**config.mk**
```make
export PLATFORM = sky130hd
export DESIGN_NAME = zap_bus_arbiter_flat
export DESIGN_NICKNAME = d
export VERILOG_FILES = /design/src/rtl/zap_bus_arb_pkg.sv /design/src/rtl/zap_bus_arbiter_if.sv /design/src/rtl/zap_bus_timeout.sv /design/src/rtl/zap_bus_arbiter.sv /design/src/flat_wrapper.sv
export SDC_FILE = /design/constraint.sdc
export NUM_CORES = 1
export LEC_CHECK = 0
export ABC_CLOCK_PERIOD_IN_PS = 8000
export BUFFER_PORTS_ARGS = -buffer_cell sky130_fd_sc_hd__buf_4
export CORE_MARGIN = 2
export CORE_UTILIZATION = 51
export DETAILED_ROUTE_END_ITERATION = 8
export GPL_TIMING_DRIVEN = 0
export PLACE_DENSITY = 0.84
export SYNTH_ARGS = -nofsm -noshare
export SYNTH_HDL_FRONTEND = slang
export SYNTH_SLANG_ARGS = --single-unit
```
**constraint.sdc**
```tcl
create_clock -name i_clk -period 8 [get_ports i_clk]
set_input_delay 1.2 -clock i_clk [delete_from_list [all_inputs] [get_ports i_clk]]
set_output_delay 1.2 -clock i_clk [all_outputs]
set_load 0.005 [all_outputs]
```
**src/rtl/zap_bus_arb_pkg.sv**
```systemverilog
// Shared types and constants for the ZAP bus arbiter.
//   state_t  : arbiter sequencing states
//   grant_t  : IDLE-cycle arbitration decision
//   SEL_WORD : full-word byte-lane mask used for instruction fetches
package zap_bus_arb_pkg;

   typedef enum logic [1:0] {
      IDLE,
      BUS_D,
      BUS_I,
      DONE
   } state_t;

   typedef enum logic [1:0] {
      GNT_NONE,
      GNT_D,
      GNT_I
   } grant_t;

   localparam logic [3:0] SEL_WORD = 4'hF;

endpackage

```
**src/rtl/zap_bus_arbiter_if.sv**
```systemverilog
// Handshake bundle between the fetch/memory stages, the arbiter and the
// external ARM60-style bus. Signal prefixes are from the arbiter's view:
// i_* flow into the arbiter, o_* flow out of it.
//   slave  : arbiter side
//   master : requester + bus-responder side (stages / system bus / bench)
interface zap_bus_arbiter_if;

   logic        i_instr_stb;
   logic [31:0] i_instr_addr;
   logic        o_instr_ack;
   logic        o_instr_err;
   logic [31:0] o_instr_data;

   logic        i_data_stb;
   logic        i_data_wen;
   logic [31:0] i_data_addr;
   logic [3:0]  i_data_sel;
   logic [31:0] i_data_wdata;
   logic        o_data_ack;
   logic        o_data_err;
   logic [31:0] o_data_rdata;

   logic        o_bus_stb;
   logic        o_bus_we;
   logic [31:0] o_bus_addr;
   logic [3:0]  o_bus_sel;
   logic [31:0] o_bus_wdata;
   logic        i_bus_ack;
   logic        i_bus_err;
   logic [31:0] i_bus_rdata;

   modport slave (
      input  i_instr_stb, i_instr_addr,
      output o_instr_ack, o_instr_err, o_instr_data,
      input  i_data_stb, i_data_wen, i_data_addr, i_data_sel, i_data_wdata,
      output o_data_ack, o_data_err, o_data_rdata,
      output o_bus_stb, o_bus_we, o_bus_addr, o_bus_sel, o_bus_wdata,
      input  i_bus_ack, i_bus_err, i_bus_rdata
   );

   modport master (
      output i_instr_stb, i_instr_addr,
      input  o_instr_ack, o_instr_err, o_instr_data,
      output i_data_stb, i_data_wen, i_data_addr, i_data_sel, i_data_wdata,
      input  o_data_ack, o_data_err, o_data_rdata,
      input  o_bus_stb, o_bus_we, o_bus_addr, o_bus_sel, o_bus_wdata,
      output i_bus_ack, i_bus_err, i_bus_rdata
   );

endinterface

```
**src/rtl/zap_bus_timeout.sv**
```systemverilog
// Bus-hang watchdog: a TO_WDT-bit up-counter that clears on i_clr, counts
// while i_en is high, and flags o_expired once it reaches TIMEOUT_CYCLES.
//   i_clk, i_reset : clock, async active-high reset
//   i_clr          : synchronous clear (priority over i_en)
//   i_en           : count enable
//   o_expired      : counter == TIMEOUT_CYCLES
module zap_bus_timeout #(
   parameter int TIMEOUT_CYCLES = 255,
   parameter int TO_WDT         = 8
) (
   input  logic i_clk,
   input  logic i_reset,
   input  logic i_clr,
   input  logic i_en,
   output logic o_expired
);

   logic [TO_WDT-1:0] cnt_q;
   logic [TO_WDT-1:0] cnt_d;

   always_comb begin
      cnt_d = cnt_q;
      if (i_clr)
         cnt_d = '0;
      else if (i_en && !o_expired)
         cnt_d = cnt_q + 1'b1;
   end

   always_ff @(posedge i_clk or posedge i_reset) begin
      if (i_reset)
         cnt_q <= '0;
      else
         cnt_q <= cnt_d;
   end

   assign o_expired = (cnt_q == TO_WDT'(TIMEOUT_CYCLES));

endmodule

```
**src/rtl/zap_bus_arbiter.sv**
```systemverilog
// Arbitrates the instruction-fetch and data ports onto the single external
// bus, one transaction at a time. Data has priority, except that after
// STARVE_LIMIT consecutive data grants with a fetch waiting, the fetch wins.
// A watchdog turns a hung access into an error response.
//   i_clk, i_reset : clock, async active-high reset
//   bus            : requester / bus handshake bundle (slave modport)
//
// state | meaning
// IDLE  | arbitrate; latch winner onto the bus outputs
// BUS_D | data access on the bus, waiting for ack/err/timeout
// BUS_I | fetch access on the bus, waiting for ack/err/timeout
// DONE  | mandatory dead cycle so requesters can drop their strobe
module zap_bus_arbiter
   import zap_bus_arb_pkg::*;
#(
   parameter int STARVE_LIMIT   = 4,
   parameter int TIMEOUT_CYCLES = 255,
   parameter int TO_WDT         = 8
) (
   input  logic              i_clk,
   input  logic              i_reset,
   zap_bus_arbiter_if.slave  bus
);

   localparam int SW = $clog2(STARVE_LIMIT + 1);

   state_t        state_q;
   grant_t        grant_d;
   logic [SW-1:0] starve_q;
   logic          to_expired;
   logic          xfer_err;

   logic          instr_ack_q, instr_err_q, data_ack_q, data_err_q;
   logic [31:0]   instr_data_q, data_rdata_q;
   logic          bus_stb_q, bus_we_q;
   logic [31:0]   bus_addr_q, bus_wdata_q;
   logic [3:0]    bus_sel_q;

   always_comb begin
      grant_d = GNT_NONE;
      if (state_q == IDLE) begin
         if (bus.i_data_stb && !(bus.i_instr_stb && starve_q == SW'(STARVE_LIMIT)))
            grant_d = GNT_D;
         else if (bus.i_instr_stb)
            grant_d = GNT_I;
      end
   end

   zap_bus_timeout #(
      .TIMEOUT_CYCLES (TIMEOUT_CYCLES),
      .TO_WDT         (TO_WDT)
   ) u_timeout (
      .i_clk     (i_clk),
      .i_reset   (i_reset),
      .i_clr     (grant_d != GNT_NONE),
      .i_en      (state_q == BUS_D || state_q == BUS_I),
      .o_expired (to_expired)
   );

   // A timeout is indistinguishable from a bus error; err wins over ack.
   assign xfer_err = bus.i_bus_err | to_expired;

   always_ff @(posedge i_clk or posedge i_reset) begin
      if (i_reset) begin
         state_q      <= IDLE;
         starve_q     <= '0;
         instr_ack_q  <= 1'b0;
         instr_err_q  <= 1'b0;
         instr_data_q <= '0;
         data_ack_q   <= 1'b0;
         data_err_q   <= 1'b0;
         data_rdata_q <= '0;
         bus_stb_q    <= 1'b0;
         bus_we_q     <= 1'b0;
         bus_addr_q   <= '0;
         bus_sel_q    <= '0;
         bus_wdata_q  <= '0;
      end else begin
         instr_ack_q <= 1'b0;
         instr_err_q <= 1'b0;
         data_ack_q  <= 1'b0;
         data_err_q  <= 1'b0;
         case (state_q)
            IDLE: begin
               if (grant_d == GNT_D) begin
                  state_q     <= BUS_D;
                  bus_stb_q   <= 1'b1;
                  bus_we_q    <= bus.i_data_wen;
                  bus_addr_q  <= bus.i_data_addr;
                  bus_sel_q   <= bus.i_data_sel;
                  bus_wdata_q <= bus.i_data_wdata;
                  if (!bus.i_instr_stb)
                     starve_q <= '0;
                  else if (starve_q != SW'(STARVE_LIMIT))
                     starve_q <= starve_q + 1'b1;
               end else if (grant_d == GNT_I) begin
                  state_q     <= BUS_I;
                  bus_stb_q   <= 1'b1;
                  bus_we_q    <= 1'b0;
                  bus_addr_q  <= bus.i_instr_addr;
                  bus_sel_q   <= SEL_WORD;
                  bus_wdata_q <= '0;
                  starve_q    <= '0;
               end
            end
            BUS_D: begin
               if (xfer_err) begin
                  state_q    <= DONE;
                  bus_stb_q  <= 1'b0;
                  data_err_q <= 1'b1;
               end else if (bus.i_bus_ack) begin
                  state_q      <= DONE;
                  bus_stb_q    <= 1'b0;
                  data_ack_q   <= 1'b1;
                  data_rdata_q <= bus.i_bus_rdata;
               end
            end
            BUS_I: begin
               if (xfer_err) begin
                  state_q     <= DONE;
                  bus_stb_q   <= 1'b0;
                  instr_err_q <= 1'b1;
               end else if (bus.i_bus_ack) begin
                  state_q      <= DONE;
                  bus_stb_q    <= 1'b0;
                  instr_ack_q  <= 1'b1;
                  instr_data_q <= bus.i_bus_rdata;
               end
            end
            default: state_q <= IDLE;
         endcase
      end
   end

   assign bus.o_instr_ack  = instr_ack_q;
   assign bus.o_instr_err  = instr_err_q;
   assign bus.o_instr_data = instr_data_q;
   assign bus.o_data_ack   = data_ack_q;
   assign bus.o_data_err   = data_err_q;
   assign bus.o_data_rdata = data_rdata_q;
   assign bus.o_bus_stb    = bus_stb_q;
   assign bus.o_bus_we     = bus_we_q;
   assign bus.o_bus_addr   = bus_addr_q;
   assign bus.o_bus_sel    = bus_sel_q;
   assign bus.o_bus_wdata  = bus_wdata_q;

endmodule

```
**src/flat_wrapper.sv**
```systemverilog
// flat-port wrapper written by rule: the top's interface ports become plain ports
module zap_bus_arbiter_flat import zap_bus_arb_pkg::*;
#(
   parameter int STARVE_LIMIT   = 4,
   parameter int TIMEOUT_CYCLES = 255,
   parameter int TO_WDT         = 8
)
  (i_clk, i_reset, bus_i_instr_stb, bus_i_instr_addr, bus_o_instr_ack, bus_o_instr_err, bus_o_instr_data, bus_i_data_stb, bus_i_data_wen, bus_i_data_addr, bus_i_data_sel, bus_i_data_wdata, bus_o_data_ack, bus_o_data_err, bus_o_data_rdata, bus_o_bus_stb, bus_o_bus_we, bus_o_bus_addr, bus_o_bus_sel, bus_o_bus_wdata, bus_i_bus_ack, bus_i_bus_err, bus_i_bus_rdata);
  zap_bus_arbiter_if bus_i ();
  input  logic i_clk;
  input  logic i_reset;
  input wire logic [$bits(bus_i.i_instr_stb)-1:0] bus_i_instr_stb;
  input wire logic [$bits(bus_i.i_instr_addr)-1:0] bus_i_instr_addr;
  output wire logic [$bits(bus_i.o_instr_ack)-1:0] bus_o_instr_ack;
  output wire logic [$bits(bus_i.o_instr_err)-1:0] bus_o_instr_err;
  output wire logic [$bits(bus_i.o_instr_data)-1:0] bus_o_instr_data;
  input wire logic [$bits(bus_i.i_data_stb)-1:0] bus_i_data_stb;
  input wire logic [$bits(bus_i.i_data_wen)-1:0] bus_i_data_wen;
  input wire logic [$bits(bus_i.i_data_addr)-1:0] bus_i_data_addr;
  input wire logic [$bits(bus_i.i_data_sel)-1:0] bus_i_data_sel;
  input wire logic [$bits(bus_i.i_data_wdata)-1:0] bus_i_data_wdata;
  output wire logic [$bits(bus_i.o_data_ack)-1:0] bus_o_data_ack;
  output wire logic [$bits(bus_i.o_data_err)-1:0] bus_o_data_err;
  output wire logic [$bits(bus_i.o_data_rdata)-1:0] bus_o_data_rdata;
  output wire logic [$bits(bus_i.o_bus_stb)-1:0] bus_o_bus_stb;
  output wire logic [$bits(bus_i.o_bus_we)-1:0] bus_o_bus_we;
  output wire logic [$bits(bus_i.o_bus_addr)-1:0] bus_o_bus_addr;
  output wire logic [$bits(bus_i.o_bus_sel)-1:0] bus_o_bus_sel;
  output wire logic [$bits(bus_i.o_bus_wdata)-1:0] bus_o_bus_wdata;
  input wire logic [$bits(bus_i.i_bus_ack)-1:0] bus_i_bus_ack;
  input wire logic [$bits(bus_i.i_bus_err)-1:0] bus_i_bus_err;
  input wire logic [$bits(bus_i.i_bus_rdata)-1:0] bus_i_bus_rdata;
  assign bus_i.i_instr_stb = bus_i_instr_stb;
  assign bus_i.i_instr_addr = bus_i_instr_addr;
  assign bus_o_instr_ack = bus_i.o_instr_ack;
  assign bus_o_instr_err = bus_i.o_instr_err;
  assign bus_o_instr_data = bus_i.o_instr_data;
  assign bus_i.i_data_stb = bus_i_data_stb;
  assign bus_i.i_data_wen = bus_i_data_wen;
  assign bus_i.i_data_addr = bus_i_data_addr;
  assign bus_i.i_data_sel = bus_i_data_sel;
  assign bus_i.i_data_wdata = bus_i_data_wdata;
  assign bus_o_data_ack = bus_i.o_data_ack;
  assign bus_o_data_err = bus_i.o_data_err;
  assign bus_o_data_rdata = bus_i.o_data_rdata;
  assign bus_o_bus_stb = bus_i.o_bus_stb;
  assign bus_o_bus_we = bus_i.o_bus_we;
  assign bus_o_bus_addr = bus_i.o_bus_addr;
  assign bus_o_bus_sel = bus_i.o_bus_sel;
  assign bus_o_bus_wdata = bus_i.o_bus_wdata;
  assign bus_i.i_bus_ack = bus_i_bus_ack;
  assign bus_i.i_bus_err = bus_i_bus_err;
  assign bus_i.i_bus_rdata = bus_i_bus_rdata;
  zap_bus_arbiter #(.STARVE_LIMIT(STARVE_LIMIT), .TIMEOUT_CYCLES(TIMEOUT_CYCLES), .TO_WDT(TO_WDT)) u_core (.i_clk(i_clk), .i_reset(i_reset), .bus(bus_i));
endmodule
```
# After elaboration in Yosys (flattened, before gate mapping)
# Cells that the tools add are included.
[word_totals] regBits=151 inputBits=139 out_inout_bits=138 elab_cells=80
[classes] add_sub_neg=2 eq_ne=10 mux=34 bitwise=2 n_reduce_logical=18
[ops] operator="32-bit two-way mux" count=4
[ops] operator="8-bit two-way mux" count=2
[ops] operator="2-bit two-way mux" count=7
[ops] operator="1-bit two-way mux" count=13
[ops] operator="3-bit two-way mux" count=4
[ops] operator="3-bit AND reduction" count=4
[ops] operator="3-bit inequality test, second input constant" count=3
[ops] operator="8-bit by 1-bit adder with 8-bit output, second input constant" count=1
[ops] operator="8-bit == test, second input constant" count=1
[ops] operator="4-bit two-way mux" count=2
[ops] operator="2-bit nonzero test" count=4
[ops] operator="2-bit by 1-bit == test with 1-bit output, second input constant" count=2
[ops] operator="2-bit == test, second input constant" count=2
[ops] operator="2-bit case mux with 2 select lines" count=1
[ops] operator="2-bit AND reduction" count=2
[ops] operator="3-bit by 1-bit adder with 3-bit output, second input constant" count=1
[ops] operator="3-bit == test, second input constant" count=1
[ops] operator="1-bit logical AND" count=3
[ops] operator="3-bit by 1-bit inequality test with 1-bit output, second input constant" count=1
[ops] operator="1-bit logical NOT" count=2
[ops] operator="2-bit logical NOT" count=1
[ops] operator="1-bit case mux with 2 select lines" count=1
[ops] operator="2-bit OR reduction" count=1
[ops] operator="1-bit logical OR" count=1
[ops] operator="other kinds (2)" count=2

# Depth between registers and ports, before layout
[depth] word_depth=10 depth_mapped=11 ltp_nobuf=11

# Hierarchy
# A second synthesis with hierarchy kept.
[unflattened] cells_unflattened=542 hier_area_um2=6718.9
[by_module_without_submodules] mod="zap_bus_arbiter" instances=1 cells_per_inst=494 area_per_inst_um2=6227.2 seq_area_each_um2=3578.4
[by_module_without_submodules] mod="zap_bus_timeout" instances=1 cells_per_inst=48 area_per_inst_um2=491.7 seq_area_each_um2=200.2

# Worst setup path after synthesis
# OpenSTA, ideal clock, no wires.
[synth_path] kind="input port to flip-flop" start="input port bus_i_instr_stb" end="register u_core.bus_wdata_q[0] (netlist: u_core.bus.o_bus_wdata[0])" setup_ns=0.066 arrival_time_ns=2.515 required_ns=7.934 path_slack_ns=5.419 stages=8 n_path_buf=2 cell_sequence="nand3_1 nand3_1 ha_1 nand2_1 clkbuf_1 clkbuf_1 nand2_1 nand2_1"
[synth_via] elab_chain_cells=8 word_cells_on_any_way=11 classes_between="eq/ne (2); mux (4); reduce/logical (5)"
[synth_lines] item="start: declaration" line="flat_wrapper.sv:12" text="input wire logic [$bits(bus_i.i_instr_stb)-1:0] bus_i_instr_stb;"
[synth_lines] item="1-bit logical AND" line="zap_bus_arbiter.sv:42" text="if (bus.i_data_stb && !(bus.i_instr_stb && starve_q == SW'(STARVE_LIMIT)))"
[synth_lines] item="1-bit logical NOT" line="zap_bus_arbiter.sv:42"
[synth_lines] item="1-bit logical AND" line="zap_bus_arbiter.sv:42"
[synth_lines] item="2-bit two-way mux *" line="zap_bus_arbiter.sv:42"
[synth_lines] item="2-bit two-way mux *" line="zap_bus_arbiter.sv:41" text="if (state_q == IDLE) begin"
[synth_lines] item="2-bit == test or 2-bit by 1-bit == test with 1-bit output (tied branches)" line="zap_bus_arbiter.sv:96, zap_bus_arbiter.sv:85"
[synth_lines] item="2-bit nonzero test (no source line)"
[synth_lines] item="2-bit AND reduction (no source line)"
[synth_lines] item="end signal: assignment" line="zap_bus_arbiter.sv:91" text="bus_wdata_q <= bus.i_data_wdata;"
[synth_lines] item="end: declaration" line="zap_bus_arbiter.sv:36" text="logic [31:0] bus_addr_q, bus_wdata_q;"
# Every way passes the cells marked *; elsewhere a longest branch is shown, timed or not.
# A chain may end at the register's enable or synchronous reset.

# Worst setup path after layout
[layout_path] start="register u_core.state_q[0]" end="register u_core.bus_addr_q[1] (netlist: u_core.bus.o_bus_addr[1])"
[layout_via] elab_chain_cells=5 word_cells_on_any_way=7 classes_between="eq/ne (2); mux (2); reduce/logical (3)"
[layout_lines] item="start: declaration" line="zap_bus_arbiter.sv:27" text="state_t state_q;"
[layout_lines] item="start signal: assignment" line="zap_bus_arbiter.sv:65" text="state_q <= IDLE;"
[layout_lines] item="start signal: assignment" line="zap_bus_arbiter.sv:86" text="state_q <= BUS_D;"
[layout_lines] item="start signal: assignment" line="zap_bus_arbiter.sv:97" text="state_q <= BUS_I;"
[layout_lines] item="2-bit logical NOT *" line="zap_bus_arbiter.sv:41, zap_bus_arbiter.sv:83"
[layout_lines] item="2-bit two-way mux" line="zap_bus_arbiter.sv:41"
[layout_lines] item="2-bit == test or 2-bit by 1-bit == test with 1-bit output (tied branches)" line="zap_bus_arbiter.sv:96, zap_bus_arbiter.sv:85"
[layout_lines] item="2-bit nonzero test (no source line)"
[layout_lines] item="2-bit AND reduction (no source line)"
[layout_lines] item="end signal: assignment" line="zap_bus_arbiter.sv:89" text="bus_addr_q <= bus.i_data_addr;"
[layout_lines] item="end signal: assignment" line="zap_bus_arbiter.sv:100" text="bus_addr_q <= bus.i_instr_addr;"
[layout_lines] item="end: declaration" line="zap_bus_arbiter.sv:36"
# Marked as above.

==> flow_summary.ini <==
[outcome]
status = completed

[drt]
wl_per_cell_um = 17.4
via_per_inst = 5.10
vias = 5207
first_iter_violations = 303
wl_um = 17700
first_pass_iters = 6
ant_nets = 0
route.detailed.drc = 0

[critical_path]
critPathLaunchType = register
cp_top_family = buffers and inverters
arrival_ps = 3250
end_kind = register
required_ps = 8270
path_max_fanout = 10
max_stage_delay_ps = 490
worst-setup-path-type = reg -> reg
cp_slowest_cell = mux2i_1
r2r_cells = 10
reg2reg_slack_ps = 5030
crit_chain = inv_1 > ha_1 > clkbuf_1 > nand3_1 > inv_1 > ha_1 > clkbuf_1 > buf_2 > mux2i_1 > o21ai_0
r2r_start = u_core.state_q[0]$_DFFE_PP0P_
crit_buf_inv = 5
r2r-end = u_core.bus.o_bus_addr[1]$_DFFE_PP0P_

[layout]
layout.cells.non_filler = 1020
fin_nets = 989
drive_gt1_share_pct = 45.5
area_growth_pct = 46.2
diodes = 0

[worst_hold_path]
hold_start = u_core.bus.o_bus_wdata[16]$_DFFE_PP0P_
hold-path-endpoint = u_core.bus.o_bus_wdata[16]$_DFFE_PP0P_
min_path_type = reg -> reg
min_path_cells = 2

[cts]
post_cts_buffers = 0
cts-resized-gates = 0
cts_root_buf = clkbuf_16
clkTransAtPathRegs_ps = 60
holdBufCountCts = 0
tritoncts.num_buffers = 17
htreeDepth = 4
cts.sinks = 151
clk_latency_ps = 420
clockBufferDepth = 2
cts_tree = yes

[floorplan]
initial_core_util_pct = 52.6
die_w_um = 116
fp.dieArea_mm2 = 0.0134
boundaryPins = 277
rows = 40
coreArea_mm2 = 0.0121
die_h_um = 116

[run]
maxCapViolations = 0

[global_route]
grt_pass1_wl_um = 26700
antenna_found_initial = 0
grt-ovfl-total = 0
grt_max_degree = 85
grtUsageTotal_pct = 26.4
grt_pass1_vias = 5355

[synthesis]
yosys_most_used_dff = dfrtp_1
netlist.area_leader.share_pct = 59.3
synth_area_mm2 = 0.00637
ys_seq_area_share_pct = 59.3
yosysUniqueCellTypes = 34
synth_seq_cells = 151
synth_fp_nets = 693
netlist_instances = 543
synth-edff-count = 0
yosys_warnings = 0
synth_top_area_cell = dfrtp_1
synthTopCellsByArea = dfrtp_1, mux2_2, nand2_1
syn_area_per_cell_um2 = 11.7
synth-async-reset-ratio_pct = 100
yosysMostFrequentCell = dfrtp_1
synthTopCellsByCount = dfrtp_1, nand2_1, mux2_2, o21ai_0, nand3_1

[timing]
max_freq_mhz = 336
final.setup_skew_ps = 12.2
slew_headroom_pct = 58.7
fin_crit_sh_pct = 37.2
worst_slew_pin_slew_ps = 620
finalCriticalPeriod_ps = 2970
setup_ws_ps = 5030
drv_slew = 0
hold_viol_final = 0
tns_ps = 0
rsz0062_at_grt = no
setup_viol_count_final = 0

[place]
gp_congestion = 0.836
dpl.hpwl_um = 13700
post-place-ws_ps = 4630
io_buffer_count = 276
dp_cells = 988

[pwr]
peakVddDrop_mv = 0.160
power.density_mw_per_mm2 = 355
cellLeakagePower_nw = 4.80
-- sequential cells by signal, indices dropped and copies added, names as in the netlist --
signal	count
u_core.bus.o_bus_addr	32
u_core.bus.o_bus_wdata	32
u_core.bus.o_data_rdata	32
u_core.bus.o_instr_data	32
u_core.u_timeout.cnt_q	8
u_core.bus.o_bus_sel	4
u_core.starve_q	3
u_core.state_q	2
u_core.bus.o_bus_stb	1
u_core.bus.o_bus_we	1
u_core.bus.o_data_ack	1
u_core.bus.o_data_err	1
u_core.bus.o_instr_ack	1
u_core.bus.o_instr_err	1
-- final cells by class --
cell class | count | area (um^2)
sequential | 151 | 3780
fill | 795 | 2790
multi-input combinational | 343 | 2360
timing repair buffer | 277 | 2100
clock buffer | 20 | 467
tap | 168 | 210
clock inverter | 12 | 164
buffer | 30 | 161
inverter | 19 | 76.3
-- worst max path at each step --
stage | from | to | slack (ps) | cells past startpoint
final | u_core.state_q[0]$_DFFE_PP0P_ | u_core.bus.o_bus_addr[1]$_DFFE_PP0P_ | 5030 | 10
after global routing | u_core.state_q[0]$_DFFE_PP0P_ | u_core.bus.o_bus_addr[1]$_DFFE_PP0P_ | 4790 | 10
after CTS | u_core.state_q[0]$_DFFE_PP0P_ | u_core.bus.o_bus_addr[1]$_DFFE_PP0P_ | 5000 | 10
after detailed placement | bus_i_instr_stb | u_core.bus.o_bus_addr[1]$_DFFE_PP0P_ | 4630 | 9
after global placement | i_reset | u_core.bus.o_bus_wdata[24]$_DFFE_PP0P_ | 1370 | 2
after floorplan | i_reset | u_core.bus.o_bus_addr[0]$_DFFE_PP0P_ | 2740 | 1
-- worst register-to-register path, delay by kind of cell, from the launching register on --
kind,cells,cell delay [ps]
buffers and inverters,5,1290
AND/OR/NAND/NOR,1,200
multiplexers,1,500
AO/OA/AOI/OAI,1,130
adder cells (fa/ha/maj),2,290
flip-flops,1,410
-- per-stage QoR --
stage	area, um^2	power (mW)	util, %	hold slack (ps)
6_report	9320	3.31	77.0	466
2_1_floorplan	6370	1.79	-	463
3_3_place_gp	8660	2.41	71.5	454
4_1_cts	9320	3.33	77.0	470
5_1_grt	9320	3.50	77.0	489
3_5_place_dp	8690	2.48	71.7	457
-- kinds of logic after synthesis --
family                   count (synthesis)  share of synthesized area (%)
AND/OR/NAND/NOR                        170                           11.8
AO/OA/AOI/OAI                           61                           5.67
flip-flops                             151                           59.3
buffers and inverters                   49                           3.65
adder cells (fa/ha/maj)                 11                           2.16
XOR/XNOR                                 3                          0.412
multiplexers                            98                           17.0
-- cells in the final DEF (no fill, tap or decap), types with 2 or more instances in the layout --
| master | netlist | routed |
|---|---|---|
| a31oi_1 | 5 | 5 |
| buf_4 | 0 | 276 |
| a21oi_1 | 6 | 6 |
| o21bai_1 | 2 | 2 |
| nand3_4 | 2 | 2 |
| mux2_2 | 59 | 59 |
| clkinv_4 | 0 | 3 |
| and2b_1 | 2 | 2 |
| nor2_1 | 10 | 10 |
| dfrtp_1 | 151 | 151 |
| mux2i_1 | 33 | 33 |
| clkbuf_1 | 21 | 21 |
| nand4_1 | 2 | 2 |
| inv_1 | 19 | 18 |
| ha_1 | 11 | 11 |
| o21ai_0 | 40 | 40 |
| clkbuf_8 | 0 | 3 |
| nand2_1 | 108 | 108 |
| inv_6 | 0 | 5 |
| buf_2 | 3 | 3 |
| nand3_1 | 39 | 39 |
| xor2_1 | 3 | 3 |
| bufinv_16 | 0 | 3 |
| clkbuf_16 | 0 | 17 |
| and4_1 | 2 | 2 |
| buf_6 | 6 | 6 |
| mux2_4 | 6 | 6 |
-- layer usage --
metal	vias up	wire length [um]	global-route usage (%)
li1	2441	-	-
met1	2488	6450	28.8
met2	242	9450	48.7
met3	36	1290	6.22
met4	0	535	11.4
met5	-	0	0
-- where the power goes --
group / internal, mW / switching (mW)
clock: 0.521 / 0.321
combinational: 0.678 / 0.539
sequential: 1.07 / 0.183
Power figures use the tool's default switching activity.
